$ cat src/rtl/matrix_pkg.sv
// Shared types and constants for the block-matrix command sequencer.
package matrix_pkg;

    typedef enum logic [2:0] {
        S_IDLE  = 3'd0,
        S_LOAD  = 3'd1,
        S_MULT  = 3'd2,
        S_STORE = 3'd3,
        S_NEXT  = 3'd4,
        S_DONE  = 3'd5
    } state_t;

    // Upper two bits of the 5-bit command word select the operation class
    localparam logic [1:0] CMD_LOAD  = 2'b00;
    localparam logic [1:0] CMD_STORE = 2'b01;

    localparam int LOADS_PER_TILE  = 8;
    localparam int STORES_PER_TILE = 4;

    // Tile index width covers the full 1..255 tile range
    localparam int TILE_W = 8;

endpackage

$ cat src/rtl/seq_addr_gen.sv
// Address generation for the sequencer: base addresses are captured on an
// accepted start, and the command address is formed from the captured base,
// the current tile and the block index within the tile.
module seq_addr_gen
    import matrix_pkg::*;
#(
    parameter int ADDR_W = 8
) (
    input  logic              clk,
    input  logic              reset,
    input  logic              base_load,
    input  logic [ADDR_W-1:0] src_base,
    input  logic [ADDR_W-1:0] dst_base,
    input  state_t            state,
    input  logic [TILE_W-1:0] tile,
    input  logic [2:0]        idx,
    output logic [ADDR_W-1:0] addr
);

    logic [ADDR_W-1:0] src_q;
    logic [ADDR_W-1:0] dst_q;
    logic [ADDR_W-1:0] tile_ext;
    logic [ADDR_W-1:0] idx_ext;

    assign tile_ext = ADDR_W'(tile);
    assign idx_ext  = ADDR_W'(idx);

    // Capture base addresses only when a run is accepted, so later base changes are ignored
    always_ff @(posedge clk) begin
        if (reset) begin
            src_q <= '0;
            dst_q <= '0;
        end else if (base_load) begin
            src_q <= src_base;
            dst_q <= dst_base;
        end
    end

    // Address follows registered state/tile/idx, so it holds steady under backpressure
    always_comb begin
        addr = '0;
        case (state)
            S_LOAD:  addr = src_q + (tile_ext << 3) + idx_ext;
            S_STORE: addr = dst_q + (tile_ext << 2) + idx_ext;
            default: addr = '0;
        endcase
    end

endmodule

$ cat src/rtl/matrix_sequencer.sv
// Command sequencer for the block-matrix datapath decoder.
// Per tile: 8 load commands, one multiply, 4 store commands.
// Optional build macro SEQ_PERF_CNT_EN adds the stall_cycles counter output.
//
//   state   | meaning
//   --------+--------------------------------------------------
//   S_IDLE  | waiting for start
//   S_LOAD  | issuing load commands A..H for the current tile
//   S_MULT  | waiting for mult_done, timeout down-counter runs
//   S_STORE | issuing store commands J..M for the current tile
//   S_NEXT  | advance to next tile or finish
//   S_DONE  | one-cycle done pulse, then back to idle
module matrix_sequencer
    import matrix_pkg::*;
#(
    parameter int NUM_TILES    = 4,
    parameter int ADDR_W       = 8,
    parameter int MULT_TIMEOUT = 64
) (
    input  logic              clk,
    input  logic              reset,
    input  logic              start,
    input  logic [ADDR_W-1:0] src_base,
    input  logic [ADDR_W-1:0] dst_base,
    output logic              cmd_valid,
    input  logic              cmd_ready,
    output logic [4:0]        command,
    output logic [ADDR_W-1:0] mem_addr,
    output logic              mult_start,
    input  logic              mult_done,
    output logic              busy,
    output logic              done,
    output logic              error
`ifdef SEQ_PERF_CNT_EN
    ,
    output logic [15:0]       stall_cycles
`endif
);

    localparam int WAIT_W = $clog2(MULT_TIMEOUT) + 1;

    state_t              state;
    logic [TILE_W-1:0]   tile;
    logic [2:0]          idx;
    logic [WAIT_W-1:0]   wait_cnt;
    logic                accept_start;

    assign accept_start = (state == S_IDLE) && start;

    seq_addr_gen #(.ADDR_W(ADDR_W)) u_addr_gen (
        .clk       (clk),
        .reset     (reset),
        .base_load (accept_start),
        .src_base  (src_base),
        .dst_base  (dst_base),
        .state     (state),
        .tile      (tile),
        .idx       (idx),
        .addr      (mem_addr)
    );

    // Main sequencing FSM with registered command/handshake outputs
    always_ff @(posedge clk) begin
        if (reset) begin
            state      <= S_IDLE;
            tile       <= '0;
            idx        <= '0;
            wait_cnt   <= '0;
            cmd_valid  <= 1'b0;
            command    <= '0;
            mult_start <= 1'b0;
            busy       <= 1'b0;
            done       <= 1'b0;
            error      <= 1'b0;
        end else begin
            mult_start <= 1'b0;
            done       <= 1'b0;
            case (state)
                S_IDLE: begin
                    if (start) begin
                        state     <= S_LOAD;
                        tile      <= '0;
                        idx       <= '0;
                        error     <= 1'b0;
                        busy      <= 1'b1;
                        cmd_valid <= 1'b1;
                        command   <= {CMD_LOAD, 3'd0};
                    end
                end
                S_LOAD: begin
                    if (cmd_ready) begin
                        if (idx == 3'(LOADS_PER_TILE - 1)) begin
                            state      <= S_MULT;
                            idx        <= '0;
                            cmd_valid  <= 1'b0;
                            command    <= '0;
                            mult_start <= 1'b1;
                            wait_cnt   <= WAIT_W'(MULT_TIMEOUT - 1);
                        end else begin
                            idx     <= idx + 3'd1;
                            command <= {CMD_LOAD, idx + 3'd1};
                        end
                    end
                end
                S_MULT: begin
                    // mult_done takes priority over a timeout expiring in the same cycle
                    if (mult_done) begin
                        state     <= S_STORE;
                        idx       <= '0;
                        cmd_valid <= 1'b1;
                        command   <= {CMD_STORE, 3'd0};
                    end else if (wait_cnt == '0) begin
                        state <= S_DONE;
                        error <= 1'b1;
                        done  <= 1'b1;
                        busy  <= 1'b0;
                    end else begin
                        wait_cnt <= wait_cnt - 1'b1;
                    end
                end
                S_STORE: begin
                    if (cmd_ready) begin
                        if (idx == 3'(STORES_PER_TILE - 1)) begin
                            state     <= S_NEXT;
                            idx       <= '0;
                            cmd_valid <= 1'b0;
                            command   <= '0;
                        end else begin
                            idx     <= idx + 3'd1;
                            command <= {CMD_STORE, 1'b0, idx[1:0] + 2'd1};
                        end
                    end
                end
                S_NEXT: begin
                    if (tile == TILE_W'(NUM_TILES - 1)) begin
                        state <= S_DONE;
                        done  <= 1'b1;
                        busy  <= 1'b0;
                    end else begin
                        state     <= S_LOAD;
                        tile      <= tile + 1'b1;
                        idx       <= '0;
                        cmd_valid <= 1'b1;
                        command   <= {CMD_LOAD, 3'd0};
                    end
                end
                S_DONE: begin
                    state <= S_IDLE;
                end
                default: begin
                    state <= S_IDLE;
                end
            endcase
        end
    end

`ifdef SEQ_PERF_CNT_EN
    // Saturating count of cycles where a command is offered but not taken
    always_ff @(posedge clk) begin
        if (reset) begin
            stall_cycles <= '0;
        end else if (accept_start) begin
            stall_cycles <= '0;
        end else if (cmd_valid && !cmd_ready && (stall_cycles != 16'hFFFF)) begin
            stall_cycles <= stall_cycles + 16'd1;
        end
    end
`endif

endmodule

$ cat config.mk
export PLATFORM = sky130hd
export DESIGN_NAME = matrix_sequencer
export DESIGN_NICKNAME = d
export VERILOG_FILES = /design/src/rtl/matrix_pkg.sv /design/src/rtl/seq_addr_gen.sv /design/src/rtl/matrix_sequencer.sv
export SDC_FILE = /design/constraint.sdc
export NUM_CORES = 1
export LEC_CHECK = 0
export CAP_MARGIN = 40
export CORE_ASPECT_RATIO = 0.75
export CORE_MARGIN = 8
export CORE_UTILIZATION = 45
export DETAILED_ROUTE_END_ITERATION = 6
export PLACE_DENSITY_LB_ADDON = 0.05
export SLEW_MARGIN = 20
export SYNTH_ARGS = -nofsm -noshare
export SYNTH_HDL_FRONTEND = slang
export SYNTH_HIERARCHICAL = 1
export SYNTH_SLANG_ARGS = --single-unit
$ cat constraint.sdc
create_clock -name clk -period 4.4 [get_ports clk]
set_clock_uncertainty 0.15 [all_clocks]
set_input_delay 1.1 -clock clk [delete_from_list [all_inputs] [get_ports clk]]
set_output_delay 1.1 -clock clk [all_outputs]
set_load 0.05 [all_outputs]
== Yosys cells after proc, flatten, opt, wreduce, memory -nomap -nowiden ==
Index checks and enable logic that the tools add are counted.

* Logic and storage cells: 112
* Register bits after elaboration: 47

* $add $sub $neg: 8
* Eq/ne operators: 19
* Reductions and logical operators: 16
* Bitwise logic cells: 2
* Multiplexer cells: 55

{| class="wikitable"
|+ Operators with widths
! kind !! number
|-
| $mux 3 || 16
|-
| $pmux 8 s2 || 2
|-
| $pmux 3 s5 || 2
|-
| $mux 7 || 4
|-
| $mux 5 || 5
|-
| $pmux 5 s5 || 1
|-
| $ne 2x2->1 const B || 11
|-
| $mux 1 || 17
|-
| $add 8x3->8 || 2
|-
| $add 8x8->8 || 2
|-
| $mux 8 || 2
|-
| $pmux 7 s2 || 1
|-
| $reduce_and 6->1 || 2
|-
| $reduce_and 5->1 || 2
|-
| $eq 3x2->1 const B || 3
|-
| $add 8x1->8 const B || 1
|-
| $eq 8x2->1 const B || 1
|-
| $reduce_and 8->1 || 1
|-
| $logic_not 7->1 || 1
|-
| $sub 7x1->7 const B || 1
|-
| $eq 3x3->1 const B || 2
|-
| $reduce_bool 2->1 || 3
|-
| $pmux 1 s5 || 1
|-
| $reduce_bool 5->1 || 1
|-
| 14 further kinds || 16
|}

== Logic depth before layout (Yosys ltp) ==
Gate-level depths: netlist of the first run.

* Word-level depth: 4
* Depth in mapped cells: 9
* Mapped depth without buffers: 9

== By module ==
Netlist of the first run, hierarchy kept.

{| class="wikitable"
|+ Modules (own cells, without submodules)
! module !! cells each !! seq. area each (µm²) !! area each (µm²) !! times used
|-
| matrix_sequencer || 212 || 600.6 || 1770.4 || 1
|-
| seq_addr_gen || 150 || 320.3 || 1351.3 || 1
|}

== Worst setup path after synthesis of the first run ==
Ideal clock, no wire load.

* Path kind: register to output
* Start: register tile[0]
* End: output mem_addr[5]
* Required time: 3150 ps
* Path slack: 166 ps
* Cell stages (with the launch flop): 8
* Arrival time: 2984 ps
* Path through: dfxtp_1 -> inv_1 -> fa_1 -> fa_1 -> nor2b_1 -> o21a_1 -> nor3_1 -> o32ai_1

* Longest elaborated chain between the ends: 3
* Elaborated cells between the ends (all ways): 5
* Classes of those cells: add/sub (4); mux (1)

{| class="wikitable"
|+ RTL lines
! element !! line !! source
|-
| start, declared || matrix_sequencer.sv:43 || <nowiki>logic [TILE_W-1:0] tile;</nowiki>
|-
| start signal, assigned || matrix_sequencer.sv:141 || <nowiki>tile <= tile + 1'b1;</nowiki>
|-
| $add 8x8->8, on equally long branches || seq_addr_gen.sv:44, seq_addr_gen.sv:43 ||
|-
| $add 8x3->8, on equally long branches || seq_addr_gen.sv:44, seq_addr_gen.sv:43 ||
|-
| $pmux 8 s2 * || seq_addr_gen.sv:42 || <nowiki>case (state)</nowiki>
|-
| end, declared || matrix_sequencer.sv:28 || <nowiki>output logic [ADDR_W-1:0] mem_addr,</nowiki>
|}

Every way passes the cells marked *; elsewhere a longest branch is shown, timed or not.

== Worst setup path in the final report of the first run ==
* Start: register tile[0]
* End: output mem_addr[3]

The elaborated chain is that of the path after synthesis.

==> metrics.cfg, run 1 <==
[run_status]
status=complete, no violations

[timing]
setup_viol=0
fin_crit_sh=0.9502
fin_tns_setup_ns=0
rsz0062_at_grt=false
fmax_mhz=239.2
hold_slack_ns=0.3085
slew-limit-headroom=0.4728
min_period_ns=4.181
hold_violations=0
slew_viol_final=0
tightest_slew_ns=0.7892

[hold_path]
hold_path.class=flip-flop to flip-flop
hp-start=error$_SDFFE_PP0P_

[layout]
diodes=0
nNetsFinal=441
final_cell_area_um2=3632
final_cells=476
fill_cells=645
drive_above_1_share=0.1020
synthToLayoutAreaGrowth_pct=16.35

[floorplan]
die_area_um2=9886
die_x_um=112.2
pin_count=39
rows=26
start_util=0.4614
die_h_um=88.13
design.core.area_um2=6766

[synth]
synth.area.top_cells=dfxtp_1, ha_1, mux2i_1
ys_seq_area_frac=0.2950
syn_nets=412
ys_types=67
avgSynthCellArea_um2=8.624
synth_top_area_frac=0.2950
synth_edf_count=0
synth_top_cell_by_area=dfxtp_1
ys_ff_latch=46
yosysMostFrequentCell=dfxtp_1
synth.top_cells.by_count=dfxtp_1, nor2_1, ha_1
syn-cell-area_um2=3122
synth_ff_type=dfxtp_1
async_reset_ff_frac=0
synthCells=362
yosys_warnings=6

[global_route]
track_usage=0.1561
grt_pass1_vias=2542
gr-total-overflow=0
antenna_found_initial=0
grt_pass1_wl_um=12670
grt_max_degree=42

[worst_setup_path]
cp.arrival_ns=2.93
worst_setup_path_end_kind=output pin
cp_cell_sequence=inv_1, fa_1, fa_1, xor2_1, o22ai_1, clkdlybuf4s50_1
critPathLaunchType=flip-flop
critPathTopFamily=adder cells
worst_path_max_delay_cell=clkdlybuf4s50_1
crit_type=flip-flop to output pin
critical_path.startpoint=tile[0]$_SDFFE_PP0P_
path_common_cell=fa_1
regToRegStartpoint=state[0]$_SDFFE_PP0P_
reg2reg_slack_ns=1.75
cp_max_fo=6
critPathMaxStageDelay_ns=0.83
cp.required_ns=3.15
critPathBufInv=2

[clock_tree]
clock_sinks=46
cts_root_buf=clkbuf_8
worstSkewPairLatency_ns=0.30
clk_path_buf_depth=2
clk_pin_slew_ns=0.09
post_cts_buffers=0
cts_tree=done
cts_resized=0
cts_max_level=2
hold_buffers=0
cts_made_buffers=5

[placed_design]
postPlaceCellArea_um2=3523
port_buffers=37
place_congestion=0.8456
dp_cells=468
dp_hpwl_um=5587

[job]
cap_violations=0

[routing]
drtAntennaViolNets=0
drt_iter0_markers=158
drc=0
wl_per_cell_um=16.02
vias=2720
routed_wl_um=7626
via_per_inst=5.714
dr.pass1.iters=4

[power_and_ir_drop]
ir_drop_mv=0.1576
p_per_area_nw_per_um2=312.9
leakage_nw=1.455

per-stage QoR:
step,setup WS [ns],util,power (mW)
after floorplan,0.1658,-,0.7403
after global placement,0.5504,0.5207,0.8266
after CTS,0.1997,0.5368,1.152
after detailed placement,0.5293,0.5207,0.8321
after global routing,0.1089,0.5368,1.200
final,0.2189,0.5368,1.137
flip-flops by register name (all words and copies together), names as in the netlist:
| name | flops |
|---|---|
| u_addr_gen/src_q | 8 |
| wait_cnt | 7 |
| command | 4 |
| cmd_valid | 1 |
| busy | 1 |
| idx | 3 |
| u_addr_gen/dst_q | 8 |
| done | 1 |
| tile | 8 |
| error | 1 |
| mult_start | 1 |
| state | 3 |
routing by layer:
metal  GRT usage  vias up  wire, um
met5           0        -         0
met4     0.02927        0        40
met3     0.03444        5       416
met2      0.2381       59      3135
met1      0.2204     1267      4033
li1            -     1389         -
worst register-to-register path: stages (launching register included):
cell and delay (ns):
dfxtp_1 0.66, nor2b_1 0.71, a2111oi_2 0.16, buf_4 0.21
or4b_1 0.54, a21oi_1 0.16
area by class of cell:
class,count,area [um^2],area share
Clock buffer,5,68.82,0.01895
Tap cell,84,105.1,0.02894
Clock inverter,3,40.04,0.01102
Sequential cell,46,920.9,0.2535
Inverter,19,83.83,0.02308
Multi-Input combinational cell,276,2008,0.5529
Timing Repair Buffer,43,405.4,0.1116
where the power goes:
part | leakage, nW | internal [mW] | switching (mW)
Combinational | 1.02 | 0.140 | 0.203
Sequential | 0.374 | 0.445 | 0.0321
Clock | 0.0579 | 0.167 | 0.149
Total | 1.45 | 0.753 | 0.384
path summary, 6_finish.rpt:
check                                      endpoint  cells after the start
worst min register to register   error$_SDFFE_PP0P_                      2
worst max-delay path                    mem_addr[3]                      6
worst max register to register  idx[1]$_SDFFE_PP0P_                      5
worst min-delay path             error$_SDFFE_PP0P_                      2
logic make-up after synthesis:
| group | share of synthesized area |
|---|---|
| AO/OA/AOI/OAI | 0.2216 |
| AND/OR/NAND/NOR | 0.2052 |
| multiplexers | 0.06092 |
| adder cells (fa/ha/maj) | 0.1234 |
| XOR/XNOR | 0.03086 |
| other | 0.001201 |
| buffers and inverters | 0.06172 |
| flip-flops | 0.2950 |
placed cells by master, fill, tap and decap left out, types with 4 or more instances in the layout:
master	instances
nor3_1	11
o21ai_0	17
a211oi_1	6
xnor2_1	8
clkdlybuf4s50_1	33
buf_4	10
nand2b_1	7
nor2b_1	6
inv_1	18
or3_1	5
dfxtp_1	46
nor2_1	31
clkbuf_8	5
nand4_1	4
mux2i_1	19
ha_1	26
nand2_1	19
a21oi_1	24
o22ai_1	5
a31oi_1	5
nand3_1	10
a21o_1	4
Power figures use the tool's default switching activity.
==> inputs of run 2 (changes only) <==
--- a/config.mk
+++ b/config.mk
@@ -10,6 +10,7 @@
 export CORE_MARGIN = 8
 export CORE_UTILIZATION = 45
 export DETAILED_ROUTE_END_ITERATION = 6
+export HOLD_SLACK_MARGIN = 0.05
 export PLACE_DENSITY_LB_ADDON = 0.05
 export SLEW_MARGIN = 20
 export SYNTH_ARGS = -nofsm -noshare
==> results of run 2 <==
The final DEF is identical to that of run 1; final timing and power are the same.
==> inputs of run 3 (changes only) <==
==> constraint.sdc (replaced) <==
create_clock -name clk -period 4.7 [get_ports clk]
set_clock_uncertainty 0.15 [all_clocks]
set_input_delay 1.175 -clock clk [delete_from_list [all_inputs] [get_ports clk]]
set_output_delay 1.175 -clock clk [all_outputs]
set_load 0.05 [all_outputs]
==> run 3 against run 2 <==
Global-route usage increased by 0.10 points. Count of clock-buffer cells in the layout rose by 2. Critical path type unchanged. Wire length is 0.50% higher. Cell count shrank 0.21%. Largest cell class unchanged. Die area unchanged. Design area decreased by 0.34%. Critical path depth is the same. Combinational power down 6.4%. Hold slack worse by 0.0021 ns. Worst setup slack better by 0.21 ns.
==> metrics.cfg, run 3 (synthesis gave the netlist of run 1 again) <==
[clock_tree]
hold_buffers=0  ; unchanged
clk_pin_slew_ns=0.09  ; about the same
cts_root_buf=clkbuf_8
cts_max_level=2  ; unchanged
clock_sinks=46  ; unchanged
post_cts_buffers=0  ; unchanged
cts_tree=done
cts_made_buffers=5  ; unchanged
worstSkewPairLatency_ns=0.29  ; about the same
clk_path_buf_depth=2  ; unchanged

[floorplan]
pin_count=39  ; unchanged
die_x_um=112.2  ; unchanged
die_area_um2=9886  ; unchanged
design.core.area_um2=6766  ; unchanged
rows=26  ; unchanged
die_h_um=88.13  ; unchanged
start_util=0.4614  ; unchanged

[power_and_ir_drop]
ir_drop_mv=0.1908  ; +21%
p_per_area_nw_per_um2=282.0  ; -9.9%
leakage_nw=1.488  ; +2.3%

[placed_design]
dp_hpwl_um=5633  ; +0.81%
dp_cells=467  ; -0.21%
post-place-ws_ns=0.4187  ; -0.1106 ns
place_congestion=0.8387  ; -0.82%
port_buffers=37  ; unchanged

[worst_setup_path]
cp_max_fo=6  ; unchanged
worst_path_max_delay_cell=clkdlybuf4s50_1
path_common_cell=fa_1
critPathLaunchType=flip-flop
cp.arrival_ns=2.95  ; +0.02 ns
r2r_cells=6  ; +1
crit_type=flip-flop to output pin
critPathMaxStageDelay_ns=0.83  ; about the same
worst_setup_path_end_kind=output pin
reg2reg_slack_ns=2.11  ; +0.36 ns
cp.required_ns=3.38  ; +0.23 ns
cp_cell_sequence=inv_1, fa_1, fa_1, xor2_1, o22ai_1, clkdlybuf4s50_1

[layout]
nNetsFinal=440  ; -0.23%
synthToLayoutAreaGrowth_pct=15.95
drive_above_1_share=0.08951  ; -0.01253
layout_common_cells=dfxtp_1, clkdlybuf4s50_1, nor2_1
final_cells=475  ; -0.21%
diodes=0  ; unchanged
fill_cells=647  ; +0.31%
ff_latch_area_um2=920.9  ; unchanged
multi_input_area_um2=2008  ; unchanged
final_common_cell=dfxtp_1
top_regs=tile (8), u_addr_gen/dst_q (8), u_addr_gen/src_q (8)

[global_route]
gr-total-overflow=0  ; unchanged
track_usage=0.1571  ; +0.0009981
grt_pass1_wl_um=12850  ; +1.4%
grt_max_degree=43  ; +2.4%
antenna_found_initial=0  ; unchanged
grt_pass1_vias=2573  ; +1.2%

[hold_path]
hold_depth=2  ; unchanged
hold_path.class=flip-flop to flip-flop

[routing]
vias=2680  ; -1.5%
via_per_inst=5.642  ; -1.3%
routed_wl_um=7664  ; +0.50%
drt_iter0_markers=172  ; +8.9%
drtAntennaViolNets=0  ; unchanged
wl_per_cell_um=16.13  ; +0.71%
drc=0  ; unchanged
dr.pass1.iters=4  ; unchanged

[timing]
rsz0062_at_grt=false
slew-limit-headroom=0.5186  ; +0.04577
setup_viol=0  ; unchanged
hold_violations=0  ; unchanged
fmax_mhz=233.9
min_period_ns=4.275
fin_ws_ns=0.4246  ; +0.2057 ns
tightest_slew_ns=0.7206  ; -0.06852 ns
fin_tns_setup_ns=0  ; unchanged
fin_crit_sh=0.9097
slew_viol_final=0  ; unchanged

[run_status]
status=complete, no violations

[job]
cap_violations=0  ; unchanged

[run 3: cell count changes in the layout (fill, tap and decap cells not counted)]
cell / before / now
clkbuf_8: 5 / 6
dlymetal6s2s_1: 0 / 3
clkbuf_1: 0 / 1
bufinv_16: 1 / 0
buf_4: 10 / 5
buf_2: 0 / 1
clkinv_2: 2 / 1
[run 3: routing by layer]
layer | up-vias | part of all wire | track usage
li1 | 1371 | - | -
met1 | 1240 | 0.55 | 0.2305
met2 | 67 | 0.39 | 0.2256
met3 | 2 | 0.062 | 0.03926
met4 | 0 | 0.0035 | 0.02683
met5 | - | 0 | 0
[run 3: layout make-up]
type	instances	area share
Clock buffer	7	0.02385
Clock inverter	1	0.001383
Inverter	19	0.02316
Multi-Input combinational cell	276	0.5548
Sequential cell	46	0.2544
Tap cell	84	0.02904
Timing Repair Buffer	42	0.1134
[run 3: worst max-delay path: cells and delay by family (launching register included)]
family                   cells  cell delay, ns
buffers and inverters        2            0.92
adder cells (fa/ha/maj)      2            1.01
flip-flops                   1            0.42
XOR/XNOR                     1            0.17
AO/OA/AOI/OAI                1            0.13
[run 3: path summary, 6_finish.rpt]
check                   startpoint                   to
max           tile[0]$_SDFFE_PP0P_          mem_addr[3]
min             error$_SDFFE_PP0P_   error$_SDFFE_PP0P_
max reg2reg  state[1]$_SDFFE_PP0P_  idx[1]$_SDFFE_PP0P_
min reg2reg     error$_SDFFE_PP0P_   error$_SDFFE_PP0P_
[run 3: per-stage QoR]
| stage | utilization | power, mW | instance area [um^2] | hold WS (ns) |
|---|---|---|---|---|
| after detailed placement | 0.5203 | 0.7779 | 3521 | 0.2972 |
| after global placement | 0.5196 | 0.7779 | 3516 | 0.2944 |
| after CTS | 0.5338 | 1.033 | 3612 | 0.3096 |
| final | 0.5349 | 1.021 | 3620 | 0.3063 |
| after global routing | 0.5349 | 1.082 | 3620 | 0.3349 |
| after floorplan | - | 0.6930 | 3122 | 0.3017 |
[run 3: timing repair]
item	CTS	global route
hold endpoints to repair	0	0
resized for setup	0	3
setup endpoints to repair	0	3
[run 3: report_power, final]
group          total [mW]  internal [mW]  switching (mW)
Combinational       0.321          0.131           0.189
Clock               0.252          0.119           0.133
Sequential          0.449          0.417          0.0314
